### src/rtl/lw_sha_bus_host_sequencer.sv
// lw_sha_bus_host_sequencer: bus master that runs one SHA hash job through the SHA register interface.
//
// Takes an opcode and a stream of message words from the host. For each job it writes CFG, then CTL.init,
// and streams every message word into DIN, waiting for STS.rdyd before each one. It then writes CTL.last,
// polls STS.avl and reads the HASH window out to the digest stream, highest word first.
// An STS read showing derr or faultinjdet, or a wait phase that hits POLL_LIMIT reads, makes it write
// CTL.abort and return to IDLE with err_o set. No digest words are output for that job.
//
// Ports
//   clk_i, resetn_i                 clock, asynchronous active-low reset
//   wr_o/waddr_o/wdata_o, wr_ack_i  register write port (request held until acknowledged)
//   rd_o/raddr_o, rdata_i,
//   read_valid_i, rd_ack_o          register read port (request held until data valid, then ack strobe)
//   job_start_i, opcode_i           job start pulse and CFG opcode, sampled only in IDLE
//   msg_data_i/valid_i/last_i,
//   msg_ready_o                     message word stream in
//   dig_data_o/valid_o/last_o,
//   dig_ready_i                     digest word stream out
//   busy_o, err_o                   job in progress, sticky job error
`ifndef FIQSHA_BUS
`define FIQSHA_BUS 32
`endif
module lw_sha_bus_host_sequencer #(
  parameter int FIQSHA_BUS_DATA_WIDTH = `FIQSHA_BUS,
  parameter int DIGEST_WORDS          = 8,
  parameter int POLL_LIMIT            = 1024
) (
  input  logic                             clk_i,
  input  logic                             resetn_i,
  output logic                             wr_o,
  output logic [11:0]                      waddr_o,
  output logic [FIQSHA_BUS_DATA_WIDTH-1:0] wdata_o,
  input  logic                             wr_ack_i,
  output logic                             rd_o,
  output logic [11:0]                      raddr_o,
  input  logic [FIQSHA_BUS_DATA_WIDTH-1:0] rdata_i,
  input  logic                             read_valid_i,
  output logic                             rd_ack_o,
  input  logic                             job_start_i,
  input  logic [3:0]                       opcode_i,
  input  logic [FIQSHA_BUS_DATA_WIDTH-1:0] msg_data_i,
  input  logic                             msg_valid_i,
  input  logic                             msg_last_i,
  output logic                             msg_ready_o,
  output logic [FIQSHA_BUS_DATA_WIDTH-1:0] dig_data_o,
  output logic                             dig_valid_o,
  output logic                             dig_last_o,
  input  logic                             dig_ready_i,
  output logic                             busy_o,
  output logic                             err_o
);
  localparam int BW = FIQSHA_BUS_DATA_WIDTH;
  localparam int IW = (DIGEST_WORDS > 1) ? $clog2(DIGEST_WORDS) : 1;
  // one spare count so the counter can reach POLL_LIMIT itself without wrapping
  localparam int CW = $clog2(POLL_LIMIT + 1);
  localparam logic [11:0] A_CFG  = 12'h010;
  localparam logic [11:0] A_CTL  = 12'h020;
  localparam logic [11:0] A_STS  = 12'h030;
  localparam logic [11:0] A_HASH = 12'h100;
  localparam logic [11:0] A_DIN  = 12'h140;
  localparam logic [11:0] HSTEP  = 12'(BW / 8);
  localparam logic [BW-1:0] CTL_INIT  = {{(BW-3){1'b0}}, 3'b001};
  localparam logic [BW-1:0] CTL_LAST  = {{(BW-3){1'b0}}, 3'b010};
  localparam logic [BW-1:0] CTL_ABORT = {{(BW-3){1'b0}}, 3'b100};

  typedef enum logic [3:0] {
    S_IDLE, S_WR_CFG, S_WR_INIT, S_POLL_RDY, S_GET_MSG, S_WR_DIN,
    S_WR_LAST, S_POLL_AVL, S_RD_HASH, S_OUT_DIG, S_WR_ABORT
  } state_e;

  state_e          state_q, state_d;
  logic            done_q, done_d;
  logic [BW-1:0]   rdata_q, rdata_d;
  logic [BW-1:0]   msg_q, msg_d;
  logic            last_q, last_d;
  logic [3:0]      op_q, op_d;
  logic [IW-1:0]   idx_q, idx_d;
  logic [CW-1:0]   cnt_q, cnt_d;
  logic            err_q, err_d;
  logic            is_wr, is_rd, sts_err, sts_ok, last_poll;
  logic [11:0]     wa, ra;
  logic [BW-1:0]   wd;

  // done_q marks the cycle after a bus handshake: the request is dropped (the mandatory idle cycle),
  // the captured read data is evaluated and the FSM moves on.
  assign is_wr = state_q inside {S_WR_CFG, S_WR_INIT, S_WR_DIN, S_WR_LAST, S_WR_ABORT};
  assign is_rd = state_q inside {S_POLL_RDY, S_POLL_AVL, S_RD_HASH};
  assign wa = (state_q == S_WR_CFG) ? A_CFG : (state_q == S_WR_DIN) ? A_DIN : A_CTL;
  assign wd = (state_q == S_WR_CFG)  ? {{(BW-4){1'b0}}, op_q} :
              (state_q == S_WR_DIN)  ? msg_q :
              (state_q == S_WR_INIT) ? CTL_INIT :
              (state_q == S_WR_LAST) ? CTL_LAST : CTL_ABORT;
  assign ra = (state_q == S_RD_HASH) ? A_HASH + HSTEP * 12'(idx_q) : A_STS;

  assign wr_o        = is_wr & ~done_q;
  assign waddr_o     = wr_o ? wa : '0;
  assign wdata_o     = wr_o ? wd : '0;
  assign rd_o        = is_rd & ~done_q;
  assign raddr_o     = rd_o ? ra : '0;
  assign rd_ack_o    = is_rd & done_q;
  assign msg_ready_o = state_q == S_GET_MSG;
  assign dig_valid_o = state_q == S_OUT_DIG;
  assign dig_data_o  = dig_valid_o ? rdata_q : '0;
  assign dig_last_o  = dig_valid_o & (idx_q == '0);
  assign busy_o      = state_q != S_IDLE;
  assign err_o       = err_q;

  // STS: bit0 avl, bit1 rdyd, bit3 derr, bit5 faultinjdet
  assign sts_err   = rdata_q[3] | rdata_q[5];
  assign sts_ok    = (state_q == S_POLL_RDY) ? rdata_q[1] : rdata_q[0];
  assign last_poll = cnt_q == CW'(POLL_LIMIT - 1);

  always_comb begin
    state_d = state_q;
    done_d  = (wr_o & wr_ack_i) | (rd_o & read_valid_i);
    rdata_d = (rd_o & read_valid_i) ? rdata_i : rdata_q;
    msg_d   = msg_q;
    last_d  = last_q;
    op_d    = op_q;
    idx_d   = idx_q;
    cnt_d   = cnt_q;
    err_d   = err_q;
    case (state_q)
      S_IDLE: if (job_start_i) begin
        state_d = S_WR_CFG;
        op_d    = opcode_i;
        err_d   = 1'b0;
      end
      S_WR_CFG: if (done_q) state_d = S_WR_INIT;
      S_WR_INIT: if (done_q) begin
        state_d = S_POLL_RDY;
        cnt_d   = '0;
      end
      S_POLL_RDY, S_POLL_AVL: if (done_q) begin
        cnt_d = cnt_q + 1'b1;
        idx_d = IW'(DIGEST_WORDS - 1);
        if (sts_err || (!sts_ok && last_poll)) begin
          state_d = S_WR_ABORT;
          err_d   = 1'b1;
        end else if (sts_ok) begin
          state_d = (state_q == S_POLL_RDY) ? S_GET_MSG : S_RD_HASH;
        end
      end
      S_GET_MSG: if (msg_valid_i) begin
        msg_d   = msg_data_i;
        last_d  = msg_last_i;
        state_d = S_WR_DIN;
      end
      S_WR_DIN: if (done_q) begin
        state_d = last_q ? S_WR_LAST : S_POLL_RDY;
        cnt_d   = '0;
      end
      S_WR_LAST: if (done_q) begin
        state_d = S_POLL_AVL;
        cnt_d   = '0;
      end
      S_RD_HASH: if (done_q) state_d = S_OUT_DIG;
      S_OUT_DIG: if (dig_ready_i) begin
        state_d = (idx_q == '0) ? S_IDLE : S_RD_HASH;
        idx_d   = (idx_q == '0) ? idx_q : idx_q - 1'b1;
      end
      S_WR_ABORT: if (done_q) state_d = S_IDLE;
      default: state_d = S_IDLE;
    endcase
  end

  always_ff @(posedge clk_i or negedge resetn_i) begin
    if (!resetn_i) begin
      state_q <= S_IDLE;
      done_q  <= 1'b0;
      rdata_q <= '0;
      msg_q   <= '0;
      last_q  <= 1'b0;
      op_q    <= '0;
      idx_q   <= '0;
      cnt_q   <= '0;
      err_q   <= 1'b0;
    end else begin
      state_q <= state_d;
      done_q  <= done_d;
      rdata_q <= rdata_d;
      msg_q   <= msg_d;
      last_q  <= last_d;
      op_q    <= op_d;
      idx_q   <= idx_d;
      cnt_q   <= cnt_d;
      err_q   <= err_d;
    end
  end
endmodule

### config.mk
export PLATFORM = sky130hd
export DESIGN_NAME = lw_sha_bus_host_sequencer
export DESIGN_NICKNAME = d
export VERILOG_FILES = /design/src/rtl/lw_sha_bus_host_sequencer.sv
export SDC_FILE = /design/constraint.sdc
export NUM_CORES = 1
export LEC_CHECK = 0
export ABC_CLOCK_PERIOD_IN_PS = 5250
export CAP_MARGIN = 20
export CORE_MARGIN = 2
export CORE_UTILIZATION = 48
export DETAILED_ROUTE_END_ITERATION = 12
export PLACE_DENSITY = 0.82
export SYNTH_ARGS = -nofsm -noshare
export SYNTH_HDL_FRONTEND = slang
export SYNTH_SLANG_ARGS = --single-unit
### constraint.sdc
create_clock -name clk_i -period 5.25 [get_ports clk_i]
set_input_delay 0.7875 -clock clk_i [delete_from_list [all_inputs] [get_ports clk_i]]
set_output_delay 0.7875 -clock clk_i [all_outputs]
set_load 0.02 [all_outputs]
==> results.cfg <==
[run_status]
status = complete, no violations

[final_layout]
layout.nets = 630
nFillCells = 706
fin_area_sq_mm = 0.00625
antennaDiodeCount = 0
area_delta_synth_final_pct = 38.8
final_layout_size_suffix_gt1_share_pct = 18.2
utilization_pct = 68.3
fin_cells = 667

[placement]
port_buffers = 156
dpl_cell_area_sq_mm = 0.00607
placed_cells = 651
dp_hpwl_mm = 8.36
routabilityCongestion = 0.821

[grt]
grt_max_degree = 56
grt_pass1_vias = 3677
grt_antenna_before_repair = 0
grt_pass1_wl_mm = 18.1
grt_usage_pct = 22.7
gr-total-overflow = 0

[timing]
hold_viol = 0
tightest_slew_ns = 1.10
period_needed_ns = 3.86
finalCritPeriodShare_pct = 73.5
finalSetupTns_ns = 0
fin_skew_ns = 0.0122
max_freq_ghz = 0.259
slew_headroom_pct = 26.1
setup_viol = 0
rsz0062_at_grt = false
slew_violations = 0

[synthesis]
synthCells = 407
yosysSeqAreaShare_pct = 49.5
synth_area_sq_mm = 0.00450
synth_edf_count = 0
async_flop_share_pct = 100
synth_flop_cell = dfrtp_1
synth_seq_cells = 89
yosys_warnings = 0
avgSynthCellArea_sq_um = 11.1
yosysUniqueCellTypes = 44

[clocking]
cts.clk_slew.worst_paths_ns = 0.09
insertion_delay_ns = 0.36
cts_tree = done
post-cts-setup-buffer-count = 0
cts_buffer_depth = 2
ctsHoldBuffers = 0
post_cts_resized = 0
clock_sinks = 89
cts_made_buffers = 9
htreeDepth = 3
cts-root-buf = clkbuf_8

[setup_path]
cpPeakStageDelay_ns = 0.96
crit_type = reg2out
critPathLaunch = state_q[0]$_DFFE_PN0P_
r2r_cells = 6
crit_path_end_kind = output port
worstPathMaxFanout = 36
path_cells = nor2b_2, and3_1, a22o_1, clkdlybuf4s50_1
cp_slowest_cell = nor2b_2
crit-reg2reg-launch = state_q[3]$_DFFE_PN0P_
cp.required_ns = 4.46
worstSetupStartpointType = register
rrSetupSlack_ns = 2.42
arrival_ns = 3.07
crit_end = wdata_o[3]
regToRegEndpoint = rdata_q[29]$_DFFE_PN0P_

[power_and_ir_drop]
finalPower_mw = 2.68
pwr_density_cell_mw_per_mm2 = 429
irDropWorstVdd_v = 0.000265
leakage_nw = 2.80

[floorplan]
die_y_microns = 101
ios = 172
dieArea_sq_mm = 0.0102
core_sq_mm = 0.00915
start_util_pct = 49.2
row_count = 35
die-width_microns = 101

[route]
num_vias = 3542
drt_pre_antenna_iters = 4
viasPerCell = 5.31
finalWirelength_mm = 11.2
wl_per_cell_microns = 16.8
drt_iter0_markers = 194
ant_nets = 0
drc_errors = 0

[job]
drv_cap = 0

[hold_path]
hold_class = in2async
==> critical path, delay by kind of cell (launching register included) <==
kind            cells  cell delay [ns]
simple gates        2             1.31
buf+inv             1             0.62
compound gates      1             0.14
flops               1             0.65
==> cell usage after synthesis (2+ instances only) <==
cell type / count / share of area, %
o31ai_1: 2 / 0.33
mux2_2: 72 / 18
nor3_1: 7 / 0.78
a21boi_0: 2 / 0.33
a2bb2oi_1: 2 / 0.39
xnor2_1: 6 / 1.2
ha_1: 3 / 0.83
nand3_1: 7 / 0.78
nor4_1: 4 / 0.56
o21ai_0: 4 / 0.44
o21a_1: 3 / 0.50
mux2i_1: 4 / 0.89
and3_1: 36 / 5.0
xor2_1: 4 / 0.78
clkbuf_1: 14 / 1.2
and2_1: 31 / 4.3
buf_2: 7 / 0.78
nor2b_1: 5 / 0.69
nand2b_1: 4 / 0.56
nor2_1: 29 / 2.4
dfrtp_1: 89 / 49
a21oi_1: 11 / 1.2
nand4_1: 2 / 0.28
a31oi_1: 2 / 0.28
nand2_1: 14 / 1.2
buf_1: 4 / 0.33
buf_4: 16 / 2.7
inv_1: 6 / 0.50
or2_2: 2 / 0.28
==> cells in the final DEF, fill, tap and decap left out, types with 5 or more instances in the layout <==
master | Yosys | layout
a21oi_1 | 11 | 11
and2_1 | 31 | 31
and3_1 | 36 | 36
buf_4 | 16 | 5
clkbuf_8 | 0 | 10
clkdlybuf4s50_1 | 0 | 155
conb_1 | 1 | 15
dfrtp_1 | 89 | 89
inv_1 | 6 | 6
mux2_2 | 72 | 72
nand2_1 | 14 | 14
nand3_1 | 7 | 7
nor2_1 | 29 | 29
nor3_1 | 7 | 6
xnor2_1 | 6 | 6
==> cell families after synthesis <==
kind of cell	count (synthesis)	share of synthesized area, %
and+or+nand+nor	146	17.8
DFF	89	49.5
muxes	76	18.9
buffers and inverters	47	5.45
AOI/OAI and AO/OA	35	5.50
xor gates and xnor gates	10	1.94
adders and majority gates	3	0.834
other	1	0.0833
==> stage by stage <==
stage	hold WS, ns	worst slack (ns)
floorplan	0.471	2.72
global route	0.377	1.20
finish	0.353	1.39
detailed placement	0.484	1.83
CTS	0.358	1.43
global placement	0.463	1.85
==> final cells by class <==
class	count	area, sq um	area share (%)
Clock buffer	11	141	2.26
Clock inverter	5	40.0	0.640
Inverter	6	22.5	0.360
Multi-Input combinational cell	285	2090	33.5
Sequential cell	89	2230	35.6
Tap cell	111	139	2.22
Timing Repair Buffer	160	1590	25.4
==> worst min path at each step <==
stage / endpoint / start / slack [ns]
after floorplan: msg_q[10]$_DFFE_PN0P_ / msg_q[10]$_DFFE_PN0P_ / 0.47
after global placement: err_o$_DFFE_PN0P_ / err_o$_DFFE_PN0P_ / 0.46
after detailed placement: err_o$_DFFE_PN0P_ / err_o$_DFFE_PN0P_ / 0.48
after CTS: rdata_q[23]$_DFFE_PN0P_ / resetn_i / 0.36
after global routing: rdata_q[17]$_DFFE_PN0P_ / resetn_i / 0.38
final: rdata_q[17]$_DFFE_PN0P_ / resetn_i / 0.35
==> routing by layer <==
metal | up-vias | wire length (microns) | share of wire (%) | global-route usage [%]
met4 | 0 | 262 | 2.3 | 8.22
li1 | 1671 | - | - | -
met5 | - | 0 | 0 | 0
met3 | 22 | 577 | 5.1 | 4.44
met1 | 1743 | 4460 | 40 | 28.4
met2 | 106 | 5910 | 53 | 39.2
==> where the power goes <==
| group | internal [mW] | switching (mW) |
|---|---|---|
| logic | 0.561 | 0.518 |
| clock network | 0.188 | 0.248 |
| registers | 0.961 | 0.208 |
| total | 1.71 | 0.973 |
==> state kept, by name (all words and copies together), names as in the netlist <==
signal / flops
msg_q: 32
rdata_q: 32
cnt_q: 11
op_q: 4
state_q: 4
idx_q: 3
done_q: 1
err_o: 1
last_q: 1
Note: power is estimated with default switching activity, not from simulation.
